`config.mk`:
```
export PLATFORM = sky130hd
export DESIGN_NAME = mem_wb_stage
export DESIGN_NICKNAME = d
export VERILOG_FILES = /design/src/rtl/mem_wb_stage.sv
export SDC_FILE = /design/constraint.sdc
export NUM_CORES = 1
export LEC_CHECK = 0
export BUFFER_PORTS_ARGS = -buffer_cell sky130_fd_sc_hd__buf_2
export CORE_ASPECT_RATIO = 0.5
export CORE_MARGIN = 2
export CORE_UTILIZATION = 55
export DETAILED_ROUTE_END_ITERATION = 10
export GPL_TIMING_DRIVEN = 0
export HOLD_SLACK_MARGIN = 0.03
export PLACE_DENSITY = 0.81
export SLEW_MARGIN = 10
export SYNTH_ARGS = -nofsm -noshare
export SYNTH_HDL_FRONTEND = slang
export SYNTH_SLANG_ARGS = --single-unit
export TNS_END_PERCENT = 30
```
`constraint.sdc`:
```
create_clock -name Clock -period 10.8 [get_ports Clock]
set_input_delay 2.7 -clock Clock [delete_from_list [all_inputs] [get_ports Clock]]
set_output_delay 2.7 -clock Clock [all_outputs]
set_load 0.02 [all_outputs]
```
`src/rtl/mem_wb_stage.sv`:
```
// MEM/WB pipeline register with load-data extraction and write-back mux.
// Also counts retired instructions as they are captured into write-back.
module mem_wb_stage #(
  parameter int CNT_W = 32
) (
  input  logic             Clock,
  input  logic             Reset,
  input  logic             Enable,
  input  logic             Flush,
  input  logic             ValidIn,
  input  logic [31:0]      AluResult,
  input  logic [31:0]      MemData,
  input  logic [31:0]      PcPlus4,
  input  logic [4:0]       Rd,
  input  logic             RegWrite,
  input  logic             MemToReg,
  input  logic             Jal,
  input  logic [2:0]       LoadType,
  input  logic [1:0]       AddrLow,
  output logic [31:0]      WbData,
  output logic [4:0]       WbRd,
  output logic             WbWe,
  output logic             WbValid,
  output logic [CNT_W-1:0] InstrCount
);

  typedef enum logic [2:0] {
    LD_W  = 3'b000,
    LD_B  = 3'b001,
    LD_BU = 3'b010,
    LD_H  = 3'b011,
    LD_HU = 3'b100
  } load_type_e;

  logic             r_valid;
  logic [31:0]      r_alu_result;
  logic [31:0]      r_mem_data;
  logic [31:0]      r_pc_plus4;
  logic [4:0]       r_rd;
  logic             r_reg_write;
  logic             r_mem_to_reg;
  logic             r_jal;
  logic [2:0]       r_load_type;
  logic [1:0]       r_addr_low;
  logic [CNT_W-1:0] r_instr_count;

  logic [7:0]       w_byte;
  logic [15:0]      w_half;
  logic [31:0]      w_load_data;

  // A flush only needs to kill valid and RegWrite; the payload may keep
  // whatever it held, since a bubble can never reach the register file.
  // NOTE: sequential state uses non-blocking (<=) so every register samples
  // pre-edge values regardless of statement order.
  always_ff @(posedge Clock or posedge Reset) begin
    if (Reset) begin
      r_valid       <= 1'b0;
      r_alu_result  <= '0;
      r_mem_data    <= '0;
      r_pc_plus4    <= '0;
      r_rd          <= '0;
      r_reg_write   <= 1'b0;
      r_mem_to_reg  <= 1'b0;
      r_jal         <= 1'b0;
      r_load_type   <= '0;
      r_addr_low    <= '0;
      r_instr_count <= '0;
    end else if (Flush) begin
      r_valid     <= 1'b0;
      r_reg_write <= 1'b0;
    end else if (Enable) begin
      r_valid       <= ValidIn;
      r_alu_result  <= AluResult;
      r_mem_data    <= MemData;
      r_pc_plus4    <= PcPlus4;
      r_rd          <= Rd;
      r_reg_write   <= RegWrite;
      r_mem_to_reg  <= MemToReg;
      r_jal         <= Jal;
      r_load_type   <= LoadType;
      r_addr_low    <= AddrLow;
      if (ValidIn) r_instr_count <= r_instr_count + CNT_W'(1);
    end
  end

  // NOTE: every always_comb output gets a default first, so no path through
  // the case statements can leave a value unassigned and infer a latch.
  always_comb begin
    w_byte = r_mem_data[7:0];
    case (r_addr_low)
      2'd1:    w_byte = r_mem_data[15:8];
      2'd2:    w_byte = r_mem_data[23:16];
      2'd3:    w_byte = r_mem_data[31:24];
      default: w_byte = r_mem_data[7:0];
    endcase

    w_half = r_addr_low[1] ? r_mem_data[31:16] : r_mem_data[15:0];

    // Unassigned codes fall through to a full-word load.
    w_load_data = r_mem_data;
    case (load_type_e'(r_load_type))
      LD_B:    w_load_data = {{24{w_byte[7]}}, w_byte};
      LD_BU:   w_load_data = {24'd0, w_byte};
      LD_H:    w_load_data = {{16{w_half[15]}}, w_half};
      LD_HU:   w_load_data = {16'd0, w_half};
      default: w_load_data = r_mem_data;
    endcase
  end

  assign WbData     = r_jal ? r_pc_plus4 : (r_mem_to_reg ? w_load_data : r_alu_result);
  assign WbRd       = r_rd;
  assign WbWe       = r_valid & r_reg_write & (r_rd != 5'd0);
  assign WbValid    = r_valid;
  assign InstrCount = r_instr_count;

endmodule
```
==> results.yml <==
power_and_ir_drop:
  p_leak_nw: 4.02
  power_per_cell_area_mw_per_mm2: 192
  vdd.ir_drop.worst_mv: 0.116
logic_synthesis:
  synth_top_family_by_area: "multiplexers"
  yosys-top-cells-count: "dfrtp_1, mux2_2, nand2_1"
  synthArstFlopShare_pct: 100
  synthFlopType: "dfrtp_1"
  most_numerous_cell_in_the_yosys_netlist: "dfrtp_1"
  netlist_area_mm2: 0.00689
  postSynthAreaPerCell_um2: 11.5
  synthesis.yosys.warnings: 0
  post_synth_xor_area_fraction_pct: 4.07
  synth.top_cell.area_share_pct: 51.6
  simple_gate_share_of_the_synthesized_area_pct: 11.0
  post_synth_fa_ha_maj_area_fraction_pct: 0.182
  synth-seq-area-share_pct: 51.6
  synth-seq-cells: 142
  netlist_instances: 599
  complex_gate_fraction_of_the_synthesized_area_pct: 10.5
  synth_fp_nets: 714
  number_of_synthesized_flops_with_an_enable_pin: 0
  yosys.area.top_type: "dfrtp_1"
  synthMuxAreaShare_pct: 19.9
  count_of_distinct_cell_types_in_the_synthesized_netlist: 56
  netlist_top_cells_area: "dfrtp_1, mux2_2, nand2_1"
timing:
  rsz0062_at_grt: "no"
  worst_slew_margin_rel_pct: 44.3
  max_freq_ghz: 0.182
  post_route_hold_slack_ns: 0.488
  worst-slew-pin-transition_ns: 0.835
  timing_hold_violations_final: 0
  post-route-min-period_ns: 5.49
  fin_crit_sh_pct: 50.8
  timing.clock.skew_ns: 0.00348
  finalSetupViolations: 0
  timing.final.max_slew_violations: 0
  setup_tns_ns: 0
detailed_routing:
  wl_per_cell_um: 18.8
  drt-initial-drc-count: 431
  final_wirelength_mm: 18.5
  detail_route.drc_violations: 0
  vias: 5701
  detailedRoute.firstPassIterationCount: 5
  postRouteAntennaNets: 0
  drt-vias-per-instance: 5.81
worst_setup_path:
  worstSetupPathType: "flop to output port"
  critical_path_at_ns: 2.79
  cpPeakStageDelay_ns: 0.48
  start_kind: "flop"
  critPathMostFrequentCell: "clkbuf_1"
  cp-end-kind: "output port"
  master_of_the_slowest_instance_on_the_critical_path: "nand2_1"
  crit_fanout: 10
  worst_ep_required_time_ns: 8.10
  timing.critical_path.cells: "clkbuf_1 > inv_2 > nand2_1 > clkbuf_1 > o22ai_1 > a21oi_1 > buf_2"
cells_and_area:
  area_growth_pct: 25.6
  layout-drive-gt1-share_pct: 42.9
  design.final.nets: 918
  antenna-diode-count: 0
cts:
  clk_root_buffer_cell: "clkbuf_16"
  buffers_from_clock_root_to_sink_at_most: 2
  buffer_count_from_post_cts_setup_fixing: 0
  worstSkewPairLatency_ns: 0.41
  cts_hold_repair.buffers: 0
  cts_htree_levels: 4
  clkSinkCount: 142
  cts_repair_resize_count: 0
  worst_setup_hold_path_clk_slew_ns: 0.06
  cts_buf_count: 17
  tritoncts_clock_tree: "done"
global_routing:
  grt_overflow_total: 0
  grt_max_degree: 81
  antenna_found_initial: 1
  grt_use_total_pct: 28.4
  global_route_wire_length_before_repair_mm: 29.8
  first_global_vias: 5779
placed_design:
  port_buffers: 184
  post-dp-hpwl_mm: 13.5
  gp_congestion: 0.934
floorplanning:
  num_io_pins: 185
  design.die.area_mm2: 0.0135
  die_h_um: 83.2
  chipWidth_um: 162
  design.core.area_mm2: 0.0120
  placement_rows: 28
  initial_utilization_pct: 57.4
worst_hold_path:
  holdCritPathClass: "flop to flop"
run:
  max-cap-violations: 0
outcome:
  run_status: "complete, no violations"
## cell usage in the layout, fill, tap and decap left out, types with 5 or more instances in the layout
| cell | instances |
|---|---|
| a21oi_1 | 30 |
| a31oi_1 | 6 |
| and3_1 | 6 |
| and4_1 | 6 |
| buf_2 | 195 |
| clkbuf_1 | 24 |
| clkbuf_16 | 17 |
| dfrtp_1 | 142 |
| mux2_2 | 110 |
| mux2i_1 | 11 |
| nand2_1 | 53 |
| nand3_1 | 15 |
| nand4_1 | 10 |
| nor2_1 | 31 |
| nor2b_1 | 5 |
| nor3_1 | 5 |
| o21ai_0 | 18 |
| o221a_2 | 5 |
| o22ai_1 | 20 |
| or3_1 | 6 |
| xnor2_1 | 21 |
| xor2_1 | 11 |
## power by group
part	total (W)	switching, W	internal (W)	leakage [nW]
Combinational	0.000411	0.000236	0.000175	2.00
Sequential	0.000659	0.0000578	0.000601	1.73
Clock	0.000596	0.000221	0.000375	0.290
Total	0.00167	0.000515	0.00115	4.02
## worst paths after layout
path | from | endpoint | slack (ns) | depth (start not counted)
setup / recovery | r_jal | WbData[27] | 5.31 | 7
hold / removal | InstrCount[22] | InstrCount[22] | 0.49 | 1
setup reg to reg | InstrCount[3] | InstrCount[31] | 8.76 | 6
hold reg to reg | InstrCount[22] | InstrCount[22] | 0.49 | 1
max in group asynchronous | Reset | r_mem_data[24] | 7.64 | 3
min in group asynchronous | Reset | r_alu_result[7] | 2.41 | 2
## per-layer routing
metal  part of all wire (%)  wire [um]  GRT usage (%)
met5                  0.070         13              0
met2                     46       8550           45.7
met3                    8.7       1610           8.34
met1                     43       7960           37.8
met4                    1.8        326           7.80
## cell families after synthesis
group                      Yosys count
AOI/OAI and AO/OA                  108
xor gates and xnor gates            32
adders and majority gates            1
buffers and inverters               43
DFF                                142
muxes                              122
and+or+nand+nor                    151
## metrics by stage
step / setup WS [ns] / total power, W / utilization [%] / cells / cell area [um^2]
2_1_floorplan: 4.29 / 0.000929 / - / 599 / 6890
3_3_place_gp: 2.80 / 0.00106 / 66.7 / 948 / 8020
3_5_place_dp: 5.79 / 0.00107 / 67.0 / 949 / 8050
4_1_cts: 5.35 / 0.00167 / 72.0 / 981 / 8650
5_1_grt: 5.08 / 0.00174 / 72.0 / 981 / 8650
6_report: 5.31 / 0.00167 / 72.0 / 981 / 8650
## final cells by class
| class | count | area [um^2] |
|---|---|---|
| Sequential cell | 142 | 3550 |
| Fill cell | 874 | 3360 |
| Multi-Input combinational cell | 414 | 3150 |
| Timing Repair Buffer | 185 | 948 |
| Clock buffer | 22 | 464 |
| Tap cell | 165 | 206 |
| Buffer | 37 | 168 |
| Clock inverter | 10 | 138 |
| Inverter | 6 | 27.5 |
## critical path, delay by kind of cell, from the launching register on
family | cells | cell delay [ns]
buf+inv | 4 | 1.26
flops | 1 | 0.33
simple gates | 1 | 0.48
compound gates | 2 | 0.30
(Power assumes the default switching activity.)
